File: src/rtl/wt_buf_rd_pkg.sv
// Shared CNN-derived sizing for the weight-buffer read path.
// Weight word width, buffer depth, Tout and SRAM read latency all come from here.
package wt_buf_rd_pkg;

    localparam int TOUT     = 8;
    localparam int TIN      = 8;
    localparam int WT_DW    = 8;
    localparam int BUF_DEP  = 1024;

    // One weight word carries every Tout lane's Tin weights.
    localparam int WT_DATA_W            = TOUT * TIN * WT_DW;
    localparam int TOTAL_BUF_RD_LATENCY = 3;
    localparam int LOG2_BUF_DEP         = $clog2(BUF_DEP);
    localparam int LOG2_TOUT            = $clog2(TOUT);

    localparam int MIN_RD_LAT = 1;
    localparam int MAX_RD_LAT = 8;

    function automatic int ptr_width(input int depth);
        return (depth > 1) ? $clog2(depth) : 1;
    endfunction

    function automatic int count_width(input int depth);
        return $clog2(depth + 1);
    endfunction

endpackage

File: src/rtl/wt_buf_rd_if.sv
// Address, SRAM and CMAC channels of the weight-buffer read stage.
// slave is the read stage's view; master is the surrounding environment's view.
interface wt_buf_rd_if
    import wt_buf_rd_pkg::*;
#(
    parameter int DATA_W = WT_DATA_W,
    parameter int ADDR_W = LOG2_BUF_DEP,
    parameter int CNT_W  = LOG2_TOUT
);

    logic              addr_vld;
    logic [ADDR_W-1:0] addr;
    logic [CNT_W-1:0]  addr_cnt;
    logic              addr_last;
    logic              addr_rdy;

    logic              mem_rd_en;
    logic [ADDR_W-1:0] mem_rd_addr;
    logic [DATA_W-1:0] mem_rd_data;

    logic              wt_vld;
    logic [DATA_W-1:0] wt_data;
    logic [CNT_W-1:0]  wt_cnt;
    logic              wt_last;
    logic              wt_rdy;

    modport slave (
        input  addr_vld, addr, addr_cnt, addr_last, mem_rd_data, wt_rdy,
        output addr_rdy, mem_rd_en, mem_rd_addr, wt_vld, wt_data, wt_cnt, wt_last
    );

    modport master (
        output addr_vld, addr, addr_cnt, addr_last, mem_rd_data, wt_rdy,
        input  addr_rdy, mem_rd_en, mem_rd_addr, wt_vld, wt_data, wt_cnt, wt_last
    );

endinterface

File: src/rtl/wt_buf_rd_fifo.sv
// Show-ahead synchronous FIFO: head_data is the oldest entry whenever empty is low.
// Storage is not reset; only the pointers and count are. clr empties it in one cycle.
module wt_rd_fifo
    import wt_buf_rd_pkg::*;
#(
    parameter int WIDTH = 8,
    parameter int DEPTH = 4,
    localparam int PTR_W = ptr_width(DEPTH),
    localparam int CNT_W = count_width(DEPTH)
) (
    input  logic             clk,
    input  logic             rst_n,
    input  logic             clr,
    input  logic             push,
    input  logic [WIDTH-1:0] push_data,
    input  logic             pop,
    output logic [WIDTH-1:0] head_data,
    output logic [CNT_W-1:0] count,
    output logic             empty,
    output logic             full
);

    logic [WIDTH-1:0] mem_reg [DEPTH];

    logic [PTR_W-1:0] wr_ptr_reg, wr_ptr_next;
    logic [PTR_W-1:0] rd_ptr_reg, rd_ptr_next;
    logic [CNT_W-1:0] count_reg, count_next;
    logic             pop_ok;

    assign pop_ok = pop & (count_reg != '0);

    // Pointers wrap explicitly so DEPTH need not be a power of two.
    always_comb begin
        wr_ptr_next = wr_ptr_reg;
        rd_ptr_next = rd_ptr_reg;
        count_next  = count_reg;
        if (clr) begin
            wr_ptr_next = '0;
            rd_ptr_next = '0;
            count_next  = '0;
        end else begin
            if (push) begin
                wr_ptr_next = (wr_ptr_reg == PTR_W'(DEPTH - 1)) ? '0 : wr_ptr_reg + 1'b1;
            end
            if (pop_ok) begin
                rd_ptr_next = (rd_ptr_reg == PTR_W'(DEPTH - 1)) ? '0 : rd_ptr_reg + 1'b1;
            end
            case ({push, pop_ok})
                2'b10:   count_next = count_reg + 1'b1;
                2'b01:   count_next = count_reg - 1'b1;
                default: count_next = count_reg;
            endcase
        end
    end

    always_ff @(posedge clk or negedge rst_n) begin
        if (!rst_n) begin
            wr_ptr_reg <= '0;
            rd_ptr_reg <= '0;
            count_reg  <= '0;
        end else begin
            wr_ptr_reg <= wr_ptr_next;
            rd_ptr_reg <= rd_ptr_next;
            count_reg  <= count_next;
        end
    end

    always_ff @(posedge clk) begin
        if (push && !clr) begin
            mem_reg[wr_ptr_reg] <= push_data;
        end
    end

    assign head_data = mem_reg[rd_ptr_reg];
    assign count     = count_reg;
    assign empty     = (count_reg == '0);
    assign full      = (count_reg == CNT_W'(DEPTH));

endmodule

File: src/rtl/wt_buf_rd.sv
// Weight-buffer read stage: issues SRAM reads on address accept, realigns returned
// words with their {cnt,last} tags and hands them to CMAC through a credit-guarded FIFO.
module wt_buf_rd
    import wt_buf_rd_pkg::*;
#(
    parameter int DATA_W   = WT_DATA_W,
    parameter int ADDR_W   = LOG2_BUF_DEP,
    parameter int CNT_W    = LOG2_TOUT,
    parameter int RD_LAT   = TOTAL_BUF_RD_LATENCY,
    parameter int FIFO_DEP = RD_LAT + 2
) (
    input  logic       clk,
    input  logic       rst_n,
    input  logic       start,
    wt_buf_rd_if.slave bus,
    output logic       busy
);

    localparam int ENT_W  = DATA_W + CNT_W + 1;
    localparam int OCC_W  = count_width(FIFO_DEP);
    localparam int CRED_W = $clog2(FIFO_DEP + RD_LAT + 1);

    logic              rdy_en_reg;
    logic              credit_ok;
    logic              addr_rdy;
    logic              accept;

    logic [RD_LAT-1:0] tag_vld;
    logic [CNT_W-1:0]  tag_cnt [RD_LAT];
    logic [RD_LAT-1:0] tag_last;
    logic [CRED_W-1:0] inflight;

    logic              fifo_push;
    logic              fifo_pop;
    logic              fifo_empty;
    logic              fifo_full;
    logic [OCC_W-1:0]  fifo_count;
    logic [ENT_W-1:0]  fifo_head;
    logic [ENT_W-1:0]  fifo_in;

    // Holds addr_rdy low through reset; it opens on the first edge after release.
    always_ff @(posedge clk or negedge rst_n) begin
        if (!rst_n) begin
            rdy_en_reg <= 1'b0;
        end else begin
            rdy_en_reg <= 1'b1;
        end
    end

    always_comb begin
        inflight = '0;
        for (int i = 0; i < RD_LAT; i++) begin
            inflight = inflight + CRED_W'(tag_vld[i]);
        end
    end

    // Every outstanding read owns a FIFO slot, so a push can never meet a full FIFO.
    assign credit_ok = (CRED_W'(fifo_count) + inflight) < CRED_W'(FIFO_DEP);
    assign addr_rdy  = rdy_en_reg & credit_ok & ~start;
    assign accept    = bus.addr_vld & addr_rdy;

    assign bus.addr_rdy    = addr_rdy;
    assign bus.mem_rd_en   = accept;
    assign bus.mem_rd_addr = accept ? bus.addr : '0;

    genvar gi;
    generate
        for (gi = 0; gi < RD_LAT; gi++) begin : g_tag
            logic             in_vld;
            logic [CNT_W-1:0] in_cnt;
            logic             in_last;
            logic             vld_reg;
            logic [CNT_W-1:0] cnt_reg;
            logic             last_reg;

            if (gi == 0) begin : g_src
                assign in_vld  = accept;
                assign in_cnt  = bus.addr_cnt;
                assign in_last = bus.addr_last;
            end else begin : g_src
                assign in_vld  = tag_vld[gi-1];
                assign in_cnt  = tag_cnt[gi-1];
                assign in_last = tag_last[gi-1];
            end

            always_ff @(posedge clk or negedge rst_n) begin
                if (!rst_n) begin
                    vld_reg  <= 1'b0;
                    cnt_reg  <= '0;
                    last_reg <= 1'b0;
                end else begin
                    vld_reg  <= in_vld & ~start;
                    cnt_reg  <= in_cnt;
                    last_reg <= in_last;
                end
            end

            assign tag_vld[gi]  = vld_reg;
            assign tag_cnt[gi]  = cnt_reg;
            assign tag_last[gi] = last_reg;
        end
    endgenerate

    // The last tag stage lines up with the SRAM data of the same read.
    assign fifo_in   = {bus.mem_rd_data, tag_cnt[RD_LAT-1], tag_last[RD_LAT-1]};
    assign fifo_pop  = ~fifo_empty & bus.wt_rdy;
    assign fifo_push = tag_vld[RD_LAT-1] & ~start & (~fifo_full | fifo_pop);

    wt_rd_fifo #(
        .WIDTH (ENT_W),
        .DEPTH (FIFO_DEP)
    ) u_fifo (
        .clk       (clk),
        .rst_n     (rst_n),
        .clr       (start),
        .push      (fifo_push),
        .push_data (fifo_in),
        .pop       (fifo_pop),
        .head_data (fifo_head),
        .count     (fifo_count),
        .empty     (fifo_empty),
        .full      (fifo_full)
    );

    // Outputs read zero while empty so unreset FIFO storage never shows on the bus.
    assign bus.wt_vld  = ~fifo_empty;
    assign bus.wt_data = fifo_empty ? '0 : fifo_head[ENT_W-1 -: DATA_W];
    assign bus.wt_cnt  = fifo_empty ? '0 : fifo_head[CNT_W:1];
    assign bus.wt_last = ~fifo_empty & fifo_head[0];

    assign busy = (inflight != '0) | ~fifo_empty;

endmodule

File: src/flat_wrapper.sv
// flat-port wrapper written by rule: the top's interface ports become plain ports
module wt_buf_rd_flat import wt_buf_rd_pkg::*;
#(
    parameter int DATA_W   = WT_DATA_W,
    parameter int ADDR_W   = LOG2_BUF_DEP,
    parameter int CNT_W    = LOG2_TOUT,
    parameter int RD_LAT   = TOTAL_BUF_RD_LATENCY,
    parameter int FIFO_DEP = RD_LAT + 2
)
  (clk, rst_n, start, busy, bus_addr_vld, bus_addr, bus_addr_cnt, bus_addr_last, bus_mem_rd_data, bus_wt_rdy, bus_addr_rdy, bus_mem_rd_en, bus_mem_rd_addr, bus_wt_vld, bus_wt_data, bus_wt_cnt, bus_wt_last);
  wt_buf_rd_if #(.DATA_W(DATA_W), .ADDR_W(ADDR_W), .CNT_W(CNT_W)) bus_i ();
  input  logic clk;
  input  logic rst_n;
  input  logic start;
  output logic busy;
  input wire logic [$bits(bus_i.addr_vld)-1:0] bus_addr_vld;
  input wire logic [$bits(bus_i.addr)-1:0] bus_addr;
  input wire logic [$bits(bus_i.addr_cnt)-1:0] bus_addr_cnt;
  input wire logic [$bits(bus_i.addr_last)-1:0] bus_addr_last;
  input wire logic [$bits(bus_i.mem_rd_data)-1:0] bus_mem_rd_data;
  input wire logic [$bits(bus_i.wt_rdy)-1:0] bus_wt_rdy;
  output wire logic [$bits(bus_i.addr_rdy)-1:0] bus_addr_rdy;
  output wire logic [$bits(bus_i.mem_rd_en)-1:0] bus_mem_rd_en;
  output wire logic [$bits(bus_i.mem_rd_addr)-1:0] bus_mem_rd_addr;
  output wire logic [$bits(bus_i.wt_vld)-1:0] bus_wt_vld;
  output wire logic [$bits(bus_i.wt_data)-1:0] bus_wt_data;
  output wire logic [$bits(bus_i.wt_cnt)-1:0] bus_wt_cnt;
  output wire logic [$bits(bus_i.wt_last)-1:0] bus_wt_last;
  assign bus_i.addr_vld = bus_addr_vld;
  assign bus_i.addr = bus_addr;
  assign bus_i.addr_cnt = bus_addr_cnt;
  assign bus_i.addr_last = bus_addr_last;
  assign bus_i.mem_rd_data = bus_mem_rd_data;
  assign bus_i.wt_rdy = bus_wt_rdy;
  assign bus_addr_rdy = bus_i.addr_rdy;
  assign bus_mem_rd_en = bus_i.mem_rd_en;
  assign bus_mem_rd_addr = bus_i.mem_rd_addr;
  assign bus_wt_vld = bus_i.wt_vld;
  assign bus_wt_data = bus_i.wt_data;
  assign bus_wt_cnt = bus_i.wt_cnt;
  assign bus_wt_last = bus_i.wt_last;
  wt_buf_rd #(.DATA_W(DATA_W), .ADDR_W(ADDR_W), .CNT_W(CNT_W), .RD_LAT(RD_LAT), .FIFO_DEP(FIFO_DEP)) u_core (.clk(clk), .rst_n(rst_n), .start(start), .bus(bus_i), .busy(busy));
endmodule
File: config.mk
export PLATFORM = sky130hd
export DESIGN_NAME = wt_buf_rd_flat
export DESIGN_NICKNAME = d
export VERILOG_FILES = /design/src/rtl/wt_buf_rd_pkg.sv /design/src/rtl/wt_buf_rd_if.sv /design/src/rtl/wt_buf_rd_fifo.sv /design/src/rtl/wt_buf_rd.sv /design/src/flat_wrapper.sv
export SDC_FILE = /design/constraint.sdc
export NUM_CORES = 2
export LEC_CHECK = 0
export CAP_MARGIN = 25
export CORE_MARGIN = 2
export CORE_UTILIZATION = 50
export CTS_CLUSTER_SIZE = 40
export DETAILED_ROUTE_END_ITERATION = 10
export PLACE_DENSITY_LB_ADDON = 0.1
export SETUP_SLACK_MARGIN = 0.3
export SYNTH_ARGS = -nofsm -noshare
export SYNTH_HDL_FRONTEND = slang
export SYNTH_SLANG_ARGS = --single-unit
export TNS_END_PERCENT = 5
File: constraint.sdc
create_clock -name clk -period 61.8 [get_ports clk]
set_clock_uncertainty 0.1 [all_clocks]
set_input_delay 12.36 -clock clk [delete_from_list [all_inputs] [get_ports clk]]
set_output_delay 12.36 -clock clk [all_outputs]
set_load 0.03 [all_outputs]
==> impl_metrics.toml <==
[logic_synthesis]
syn_avg_cell_area_sq_um = 22.0
synth_seq_cells = 2605
yosys_warnings = 0
syn_inst = 4491
async_flop_share_pct = 0.960
synth_nets = 5035
synthDistinctLibCells = 41
synthFlopType = "edfxtp_1"
yosysSeqAreaShare_pct = 79.1
synth_edf_count = 2580
syn_area_sq_um = 98700

[run]
drv_cap = 0

[placed_design]
gp_congestion = 0.777
io_buffer_count = 1060
place.detailed.hpwl_um = 141000

[critical_path]
critPathKind = "in2out"
reg2reg_from = "u_core.g_tag[2].vld_reg"
r2r-end = "u_core.u_fifo.mem_reg[4][197]"
startpoint_type = "input port"
cp-end-kind = "output pin"
cp_data_required_time_ps = 49340
r2r_cells = 8
r2r_slack_ps = 56740
cp.arrival_ps = 15100
cp_max_fo = 14

[global_routing]
grt_pass1_vias = 48663
antenna_found_initial = 110
grt_max_degree = 169
grt_overflow_total = 0
grtUsageTotal_pct = 23.2
grt_pass1_wl_um = 337000

[drt]
wl_um = 238000
route.detailed.drc = 0
ant_nets = 0
via_per_inst = 5.59
via_count = 47780
dr.pass1.iters = 7
routedWlPerCell_um = 27.9
drt_iter0_drc = 3304

[clock_network]
insertion_delay_ps = 920
clock_sinks = 2605
cts_tree = "yes"
post-cts-setup-buffers = 0
post_cts_resize_count = 0
cts.clk_slew.worst_paths_ps = 60
clockRootBuffer = "clkbuf_16"
hold_buffers = 0
h-tree-depth = 5
clockBufferDepth = 4
cts_inserted_buffers = 289

[sta]
finalSetupTns_ps = 0
period_minus_slack_ps = 27560
drv_slew = 0
fmax_mhz = 36.3
period_share_pct = 44.6
setup_viol = 0
relSlewSlack_pct = 8.27
finalHoldViolCount = 0
rsz0062_at_grt = "no"
worstMarginPinSlew_ps = 1380

[floorplanning]
pin_count = 1061
start_util_pct = 50.2
row_count = 163
core_sq_um = 197000
dieArea_sq_um = 201000
die_width_um = 448
die_h_um = 448

[cells_and_area]
largest_reg_flops = 2580
final_util_pct = 61.4
areaGrowthSynthToFinish_pct = 22.4
drive_gt1_share_pct = 16.2
final_nets = 6221

[power_and_ir_drop]
p_leak_nw = 36.7
p_per_area_nw_per_um2 = 31.5
ir_worst_vdd_mv = 0.0285

[hold_path]
hp-start = "u_core.g_tag[1].cnt_reg[2]"
hold_path_end = "u_core.g_tag[2].cnt_reg[2]"
min_path_cells = 0
hold_class = "reg2reg"

[status]
status = "finished, final reports clean"
per-stage QoR:
stage / instances / total power, mW / instance area, sq um / hold slack (ps) / setup WS, ps
final: 8551 / 3.81 / 121000 / 246 / 34240
after global routing: 8546 / 3.93 / 121000 / 251 / 34180
after CTS: 8507 / 3.85 / 121000 / 248 / 34310
after detailed placement: 8024 / 2.28 / 112000 / 236 / 34320
after global placement: 8024 / 2.28 / 112000 / 232 / 34380
after floorplan: 4491 / 2.14 / 98700 / 231 / -2390
worst max-delay path, stage by stage:
cell             delay [ps]
clkdlybuf4s50_1         760
nor4b_2                 910
and3_1                  360
clkdlybuf4s50_1         710
placed cells by master, fill, tap and decap left out, types with 2 or more instances in the layout:
cell type        count
a21oi_1              7
and2_1               2
and3_1              10
buf_12              17
buf_4               55
bufinv_16           12
clkbuf_1            76
clkbuf_16          293
clkbuf_8             2
clkdlybuf4s50_1   1060
clkinv_1            56
clkinv_2            32
clkinvlp_4           4
dfrtp_1             22
dfrtp_4              3
diode_2             42
edfxtp_1          2580
fa_1                 3
ha_1                10
inv_1               10
inv_6                8
mux2i_1            517
mux4_2             516
nand2_1              6
nand4_1              2
nor2_1             524
nor2b_1              7
nor4_2               4
o211ai_1             2
o21ai_0              8
or4_1                2
synthesized netlist by cell type, types with 2 or more instances:
cell | instances | area [sq um]
edfxtp_1 | 2580 | 77500
nor2_1 | 524 | 1970
mux2i_1 | 517 | 5170
mux4_2 | 516 | 11600
buf_2 | 123 | 616
clkbuf_1 | 57 | 214
buf_4 | 33 | 248
dfrtp_1 | 25 | 626
buf_1 | 20 | 75.1
and3_1 | 10 | 62.6
ha_1 | 10 | 125
inv_1 | 10 | 37.5
o21ai_0 | 8 | 40.0
a21oi_1 | 7 | 35.0
nor2b_1 | 7 | 43.8
nand2_1 | 6 | 22.5
buf_6 | 4 | 45.0
nor4_1 | 4 | 25.0
fa_1 | 3 | 60.1
and2_1 | 2 | 12.5
nand4_1 | 2 | 12.5
nor4b_1 | 2 | 17.5
o211ai_1 | 2 | 15.0
or4_1 | 2 | 15.0
layout make-up:
| cell class | instances | area [sq um] |
|---|---|---|
| multi-input cells | 1638 | 19400 |
| diodes | 42 | 105 |
| clock buffers | 371 | 7640 |
| repair buffers | 1133 | 11400 |
| fillers | 13965 | 76000 |
| clock inverters | 112 | 831 |
| flip-flops and latches | 2605 | 78100 |
| inverters | 10 | 37.5 |
| well taps | 2640 | 3300 |
worst max-delay path by stage:
stage | startpoint | endpoint | cells after the start
after global routing | start | bus_mem_rd_addr[7] | 4
after global placement | start | bus_mem_rd_addr[7] | 4
final | start | bus_mem_rd_addr[2] | 4
after detailed placement | start | bus_mem_rd_addr[7] | 4
after CTS | start | bus_mem_rd_addr[2] | 4
after floorplan | bus_wt_rdy | u_core.u_fifo.mem_reg[0][0] | 4
metal layers:
metal	vias to the layer above	global-route usage (%)	wire (um)
li1	20748	-	-
met1	24922	28.7	89500
met2	1481	37.6	120000
met3	555	6.86	17600
met4	74	11.5	10600
met5	-	0	474
cell families after synthesis:
group	Yosys count	synth area share (%)
fa+ha+maj	13	0.188
buf+inv	248	1.26
mux	1034	17.0
other cells	1	0.00380
flops	2605	79.1
xor+xnor	1	0.00887
simple gates	562	2.23
compound gates	27	0.176
report_power, final:
part           switching (mW)  internal, mW  total (mW)
clock network           0.652         0.917        1.57
logic                   0.168         0.125       0.293
registers             0.00289          1.94        1.95
No activity file was read; power rests on OpenSTA's default activity.
